### config.mk
export PLATFORM = sky130hd
export DESIGN_NAME = serial_adder
export DESIGN_NICKNAME = d
export VERILOG_FILES = /design/src/rtl/serial_adder.sv
export SDC_FILE = /design/constraint.sdc
export NUM_CORES = 1
export LEC_CHECK = 0
export ABC_AREA = 1
export CAP_MARGIN = 30
export CORE_MARGIN = 10
export CORE_UTILIZATION = 34
export DETAILED_ROUTE_END_ITERATION = 10
export SYNTH_ARGS = -nofsm -noshare
export SYNTH_HDL_FRONTEND = slang
export SYNTH_SLANG_ARGS = --single-unit
### constraint.sdc
create_clock -name clk -period 2.65 [get_ports clk]
set_clock_uncertainty 0.05 [all_clocks]
set_input_delay 0.6625 -clock clk [delete_from_list [all_inputs] [get_ports clk]]
set_output_delay 0.6625 -clock clk [all_outputs]
set_load 0.01 [all_outputs]
### src/rtl/serial_adder.sv
// Multi-cycle adder/subtractor: adds one CHUNK-bit slice per clock, LSB slice first,
// behind a valid/ready handshake on both the operand and the result side.
module serial_adder #(
  parameter int WIDTH = 32,
  parameter int CHUNK = 8
) (
  input  logic             clk,
  input  logic             reset,
  input  logic             io_in_valid,
  output logic             io_in_ready,
  input  logic [WIDTH-1:0] io_lhs,
  input  logic [WIDTH-1:0] io_rhs,
  input  logic             io_cin,
  input  logic             io_sub,
  output logic             io_out_valid,
  input  logic             io_out_ready,
  output logic [WIDTH-1:0] io_out,
  output logic             io_cout,
  output logic             io_ovf
);

  localparam int NCHUNK = WIDTH / CHUNK;
  localparam int IDXW   = (NCHUNK < 1) ? 1 : $clog2(NCHUNK + 1);

  localparam logic [1:0] IDLE = 2'd0;
  localparam logic [1:0] BUSY = 2'd1;
  localparam logic [1:0] DONE = 2'd2;

  localparam logic [IDXW-1:0]  LAST_IDX   = IDXW'(NCHUNK - 1);
  localparam logic [WIDTH-1:0] CHUNK_MASK = {WIDTH{1'b1}} >> (WIDTH - CHUNK);

  logic [1:0]       state_reg;
  logic [IDXW-1:0]  idx_reg;
  logic             carry_reg;
  logic             armed_reg;
  logic [WIDTH-1:0] lhs_reg;
  logic [WIDTH-1:0] rhs_reg;
  logic [WIDTH-1:0] out_reg;
  logic             cout_reg;
  logic             ovf_reg;

  int               shift;
  logic [CHUNK-1:0] lhs_chunk;
  logic [CHUNK-1:0] rhs_chunk;
  logic [CHUNK:0]   sum;
  logic             msb_carry_in;
  logic [WIDTH-1:0] out_next;
  logic             accept;

  always_comb begin
    shift        = CHUNK * int'(idx_reg);
    lhs_chunk    = CHUNK'(lhs_reg >> shift);
    rhs_chunk    = CHUNK'(rhs_reg >> shift);
    sum          = {1'b0, lhs_chunk} + {1'b0, rhs_chunk} + {{CHUNK{1'b0}}, carry_reg};
    // Carry into the top bit of the slice, recovered from that bit's half-sum.
    msb_carry_in = lhs_chunk[CHUNK-1] ^ rhs_chunk[CHUNK-1] ^ sum[CHUNK-1];
    out_next     = (out_reg & ~(CHUNK_MASK << shift)) | (WIDTH'(sum[CHUNK-1:0]) << shift);
  end

  // armed_reg keeps the edge that releases reset from ever accepting an operand.
  assign accept       = io_in_valid && (state_reg == IDLE) && armed_reg;
  assign io_in_ready  = (state_reg == IDLE);
  assign io_out_valid = (state_reg == DONE);
  assign io_out       = out_reg;
  assign io_cout      = cout_reg;
  assign io_ovf       = ovf_reg;

  always_ff @(posedge clk or negedge reset) begin
    if (!reset) begin
      state_reg <= IDLE;
      idx_reg   <= '0;
      carry_reg <= 1'b0;
      armed_reg <= 1'b0;
      lhs_reg   <= '0;
      rhs_reg   <= '0;
      out_reg   <= '0;
      cout_reg  <= 1'b0;
      ovf_reg   <= 1'b0;
    end else begin
      armed_reg <= 1'b1;
      case (state_reg)
        IDLE: begin
          if (accept) begin
            lhs_reg   <= io_lhs;
            rhs_reg   <= io_sub ? ~io_rhs : io_rhs;
            carry_reg <= io_sub ? ~io_cin : io_cin;
            idx_reg   <= '0;
            state_reg <= BUSY;
          end
        end
        BUSY: begin
          out_reg   <= out_next;
          carry_reg <= sum[CHUNK];
          idx_reg   <= idx_reg + 1'b1;
          if (idx_reg == LAST_IDX) begin
            state_reg <= DONE;
            cout_reg  <= sum[CHUNK];
            ovf_reg   <= msb_carry_in ^ sum[CHUNK];
          end
        end
        DONE: begin
          if (io_out_ready) state_reg <= IDLE;
        end
        default: state_reg <= IDLE;
      endcase
    end
  end

endmodule

==> summary.txt, run 1 <==
STA
  • RSZ-0062 raised after global routing: true
  • Slew headroom: 0.578
  • Min Tclk post-route: 2510 ps
  • Final setup viols: 0
  • Fmax: 398 MHz
  • Final period utilization: 0.947
  • Final Max Slew Viols: 0
  • Final Hold Fails: 0
  • Worst-Margin Slew: 634 ps

Clock network
  • Worst-Skew Late Latency: 350 ps
  • Clk root buf: clkbuf_16
  • Worst-path clk slew: 70 ps
  • CTS Buf Count: 9
  • Hold-fix buffers, CTS: 0
  • CTS tree: built
  • Clock buffer depth: 2
  • H-tree lvl count: 3
  • Clk sinks: 105

Yosys
  • Synth top cells by count: nand2_1, dfrtp_1, nor2_1, o21ai_0, xnor2_1
  • Yosys cell types: 34
  • Ys flop type: dfrtp_1
  • Synth area leaders: dfrtp_1, nand2_1, o21ai_0, xnor2_1, nor2_1
  • Syn avg cell area: 8.28 sq um
  • Synthesized flop and latch total: 105
  • Syn. warnings: 0
  • Seq/Total Area, Yosys: 0.494
  • Synth area leader: dfrtp_1
  • Post-synth EDFFs: 0
  • Post-synthesis async set-or-reset flop share: 1.00
  • Synthesized net count: 726
  • Post-synth top area share: 0.494
  • Cells after Synth: 642
  • Post-Syn Area: 5320 sq um
  • Most common cell in the netlist: nand2_1

Finish
  • Nets: 830
  • Share of cells above drive strength 1: 0.0988
  • Layout Cells excl Fill: 960
  • Fin area: 6990 sq um
  • Area Growth Syn to Fin: 31.6%
  • Diode count: 0

Critical path
  • Crit end category: flip-flop
  • CP Class: flip-flop to flip-flop
  • Cell mode on critical path: nand2_1
  • CP Launch Type: flip-flop
  • Critical-path cell list: inv_4 -> o21ai_0 -> a21oi_1 -> fa_2 -> fa_1 -> nand2_1 -> nand3_1 -> nand2_2 -> nor2_1 -> nor2_2 -> nand2_1 -> nand2_1 -> nand2_1
  • CP max stage delay: 480 ps
  • Crit path required time: 2850 ps
  • Worst Path Arrival: 2710 ps
  • CP max FO: 15
  • CP max stage cell: dfrtp_2

Detailed routing
  • First-pass iteration count of the detailed router: 5
  • Met3 wire length: 989 microns
  • Drt via density: 4.74
  • Top layer in use: met4
  • Antenna Nets Post-Route: 0
  • Initial DRC count: 247
  • M1 wire length: 6500 microns
  • Wirelength per Cell: 14.8 microns
  • Total wire length: 14300 microns
  • DRC: 0
  • DR WL met2: 6450 microns
  • DR vias: 4549

Job
  • Max cap viols: 0

Placement
  • # port buffers: 105
  • Placed cells: 944
  • HPWL Detailed: 10900 microns
  • GP Congestion: 0.919
  • Dpl cell area: 6600 sq um

Power
  • Pwr per Cell Area: 1320 nW/um^2
  • Peak supply drop: 529 uV
  • Leakage power: 3.27 nW

Global routing
  • Vias in the first global route: 4636
  • Initial antenna violation count: 0
  • Gr ovfl total: 0
  • Total Routing Usage GR: 0.137
  • Largest net degree at the start of global routing: 106
  • First-pass GRT wire length: 23600 microns

Floorplan
  • Die Area: 21000 sq um
  • Starting Density: 0.348
  • Die Wd: 145 microns
  • Row count: 45
  • Core box area: 15300 sq um
  • Ports: 106
  • Chip height: 145 microns

Run status
  • Status: completed

Worst hold path
  • Hold Path Class: primary input to async pin
-- through the flow --
| step | utilization | total power, W | setup slack, ps | hold slack (ps) | setup TNS, ps |
|---|---|---|---|---|---|
| 3_5_place_dp | 0.432 | 0.00759 | -32.9 | 416 | -175 |
| 5_1_grt | 0.458 | 0.0101 | -33.1 | 348 | -124 |
| 4_1_cts | 0.453 | 0.00906 | 22.2 | 350 | 0 |
| 6_report | 0.458 | 0.00926 | 139 | 255 | 0 |
| 3_3_place_gp | 0.432 | 0.00747 | 100 | 413 | 0 |
| 2_1_floorplan | - | 0.00581 | 0.292 | 317 | 0 |
-- final timing paths --
| check | start | endpoint | slack, ps | cells after the start |
|---|---|---|---|---|
| worst min-delay path | reset | armed_reg$_DFF_PN0_ | 250 | 2 |
| worst max register to register | idx_reg[0]$_DFFE_PN0P_ | io_ovf$_DFFE_PN0P_ | 140 | 13 |
| worst max-delay path | idx_reg[0]$_DFFE_PN0P_ | io_ovf$_DFFE_PN0P_ | 140 | 13 |
| worst min register to register | rhs_reg[27]$_DFFE_PN0P_ | rhs_reg[27]$_DFFE_PN0P_ | 430 | 2 |
| max in group asynchronous | reset | idx_reg[1]$_DFFE_PN0P_ | 1740 | 2 |
| min in group clk | rhs_reg[27]$_DFFE_PN0P_ | rhs_reg[27]$_DFFE_PN0P_ | 430 | 2 |
-- worst max-delay path: cells and delay by family (launching register included) --
kind	cells	cell delay (ps)
flops	1	480
compound gates	2	290
fa+ha+maj	2	800
buf+inv	1	110
simple gates	8	670
-- cells in the final DEF (no fill, tap or decap), types with 2 or more instances in the layout --
cell / synthesis / layout
a21oi_1: 19 / 15
a21oi_2: 0 / 4
buf_4: 4 / 20
bufinv_16: 0 / 2
clkbuf_16: 0 / 9
clkbuf_8: 0 / 2
clkdlybuf4s50_1: 0 / 103
dfrtp_1: 105 / 103
dfrtp_2: 0 / 2
ha_1: 12 / 12
inv_1: 20 / 20
inv_4: 1 / 3
nand2_1: 213 / 211
nand2_2: 0 / 2
nand3_1: 23 / 23
nand3_2: 2 / 2
nand4_1: 5 / 5
nor2_1: 70 / 67
nor2_2: 1 / 4
nor2_8: 2 / 2
o21ai_0: 68 / 65
o21ai_1: 9 / 11
o21ai_2: 9 / 10
xnor2_1: 34 / 33
-- power by group --
| part | leakage [nW] | switching, W | total, W | internal, W |
|---|---|---|---|---|
| Clock | 0.157 | 0.000576 | 0.00144 | 0.000867 |
| Combinational | 1.80 | 0.00291 | 0.00496 | 0.00206 |
| Sequential | 1.31 | 0.000510 | 0.00285 | 0.00234 |
| Total | 3.27 | 0.00399 | 0.00926 | 0.00526 |
-- cell type report --
type	instances	area, sq um
clock buffers	11	253
flip-flops and latches	105	2630
multi-input cells	478	2440
fillers	1501	8270
well taps	211	264
repair buffers	127	1230
inverters	25	106
clock inverters	3	65.1
-- what timing repair did --
item	CTS	global route
buffers inserted	0	2
pin swaps	0	5
setup endpoints to repair	9	27
gates resized for setup	1	21
cloned	0	0
-- metal layers --
| layer | vias to the layer above | global-route usage |
|---|---|---|
| met1 | 2103 | 0.176 |
| met2 | 165 | 0.210 |
| li1 | 2256 | - |
| met5 | - | 0 |
| met3 | 25 | 0.0419 |
| met4 | 0 | 0.0572 |
-- kinds of logic (layout without fill, tap and decap cells) --
group | Yosys count | in the layout | share of synthesized area
other | 1 | 1 | 0.000706
adder cells (fa/ha/maj) | 14 | 14 | 0.0358
AO/OA/AOI/OAI | 109 | 109 | 0.111
AND/OR/NAND/NOR | 319 | 319 | 0.246
XOR/XNOR | 35 | 35 | 0.0577
flip-flops | 105 | 105 | 0.494
buffers and inverters | 59 | 166 | 0.0553
No activity file was read; power rests on OpenSTA's default activity.
==> run 2, diff against run 1 <==
CORE_UTILIZATION = 47   (was 34)
PLACE_DENSITY = 0.77   (was unset)
==> summary.txt, run 2 (synthesized netlist as in run 1, its figures left out) <==
Global routing
  • Total Routing Usage GR: 0.173
  • GRT met2 Usage: 0.299
  • Vias in the first global route: 4684
  • Largest net degree at the start of global routing: 52
  • Gr ovfl total: 0
  • Initial antenna violation count: 0
  • First-pass GRT wire length: 23000 microns
  • Top Usage Layer GRT: met2
  • Met3 global-route usage: 0.0433
  • Global-route track usage on met1: 0.210

Power
  • Peak supply drop: 602 uV
  • Leakage power: 3.31 nW
  • Pwr per Cell Area: 1320 nW/um^2
  • Total power: 0.00921 W

Finish
  • Commonest non-fill, non-tap cells in the layout: nand2_1, dfrtp_1, clkdlybuf4s50_1
  • Nets: 841
  • Area Growth Syn to Fin: 31.6%
  • Share of cells above drive strength 1: 0.112
  • Diode count: 0
  • Most common cell after layout, fill and taps aside: nand2_1
  • Final Util: 0.640

Clock network
  • Clk root buf: clkbuf_16
  • CTS tree: built
  • H-tree lvl count: 3
  • CTS Buf Count: 9
  • Clk sinks: 105
  • Worst-path clk slew: 70 ps
  • Worst-Skew Late Latency: 340 ps
  • Clock buffer depth: 2
  • Hold-fix buffers, CTS: 0

Critical path
  • Crit end category: flip-flop
  • CP Class: flip-flop to flip-flop
  • Reg2Reg Depth: 15
  • Crit path required time: 2830 ps
  • CP max FO: 5
  • Crit Reg-Reg Endpoint: io_ovf$_DFFE_PN0P_
  • Reg2reg start: idx_reg[0]$_DFFE_PN0P_
  • R2R setup slack: 140 ps
  • CP Launch Type: flip-flop
  • Worst Path Arrival: 2700 ps

Floorplan
  • Die Area: 16000 sq um
  • Starting Density: 0.486
  • Chip height: 126 microns
  • Ports: 106
  • Row count: 38
  • Core box area: 10900 sq um
  • Die Wd: 126 microns

Placement
  • Pre-CTS setup slack: 46.9 ps
  • GP Congestion: 0.912
  • # port buffers: 105
  • HPWL Detailed: 10800 microns

Detailed routing
  • Initial DRC count: 414
  • First-pass iteration count of the detailed router: 5
  • DRC: 0
  • DR vias: 4553
  • Total wire length: 13800 microns
  • Wirelength per Cell: 15.3 microns
  • Drt via density: 5.05
  • Antenna Nets Post-Route: 0

STA
  • Min Tclk post-route: 2510 ps
  • Post-route setup slack: 138 ps
  • Final Max Slew Viols: 0
  • Final setup viols: 0
  • Fmax: 398 MHz
  • Final period utilization: 0.948
  • Setup TNS: 0 ps
  • Final Hold Fails: 0

Worst hold path
  • Hold Path Class: primary input to async pin

Job
  • Max cap viols: 0

Run status
  • Status: completed
run 2: layout make-up:
cell class	instances	area, sq um
inverter	25	104
clock buffer	11	243
fill	955	3940
multi-input combinational	478	2450
clock inverter	4	53.8
tap	140	175
sequential	105	2630
timing repair buffer	138	1340
run 2: metal layers:
layer / up-vias / part of all wire
li1: 2270 / -
met2: 131 / 0.50
met3: 13 / 0.064
met4: 0 / 0.011
met1: 2139 / 0.42
met5: - / 0
run 2: worst max-delay path, stage by stage, from the launching register on:
cell and delay, ps:
dfrtp_2 440, buf_6 130, nor2_1 100, nor2_1 60
o21ai_1 100, a21oi_2 90, fa_2 420, fa_2 390
nand2_2 70, nand3_2 90, nand2_2 110, nor2_1 50
nor2_2 120, nand2_1 90, nand2_1 70, nand2_1 40
run 2: stage by stage:
stage	hold WS [ps]	std cells	area, sq um
6_report	193	901	6990
5_1_grt	211	901	6990
4_1_cts	206	896	6890
3_5_place_dp	414	881	6590
3_3_place_gp	413	881	6590
2_1_floorplan	317	642	5320
run 2: how the worst max path moves through the flow:
stage / startpoint / endpoint / slack, ps / cells after the start
final: idx_reg[0]$_DFFE_PN0P_ / io_ovf$_DFFE_PN0P_ / 140 / 15
after global routing: idx_reg[0]$_DFFE_PN0P_ / io_ovf$_DFFE_PN0P_ / -40 / 15
after CTS: idx_reg[0]$_DFFE_PN0P_ / io_ovf$_DFFE_PN0P_ / 10 / 13
after detailed placement: idx_reg[0]$_DFFE_PN0P_ / io_ovf$_DFFE_PN0P_ / 50 / 13
after global placement: idx_reg[0]$_DFFE_PN0P_ / io_ovf$_DFFE_PN0P_ / 120 / 13
after floorplan: idx_reg[0]$_DFFE_PN0P_ / io_ovf$_DFFE_PN0P_ / 0.3 / 16
run 2: where the power goes:
group	internal (W)	total, W	switching, W
Sequential	0.00234	0.00282	0.000477
Combinational	0.00215	0.00507	0.00292
Clock	0.000755	0.00132	0.000566
Total	0.00524	0.00921	0.00396
run 2: what timing repair did:
item	in CTS	in global routing
buffers inserted	0	5
resized for setup	0	22
setup endpoints to repair	0	23
==> run 3, diff against run 2 <==
CTS_CLUSTER_SIZE = 40   (was unset)
==> results of run 3 <==
Final layout, timing and power as in run 2 (identical DEF).
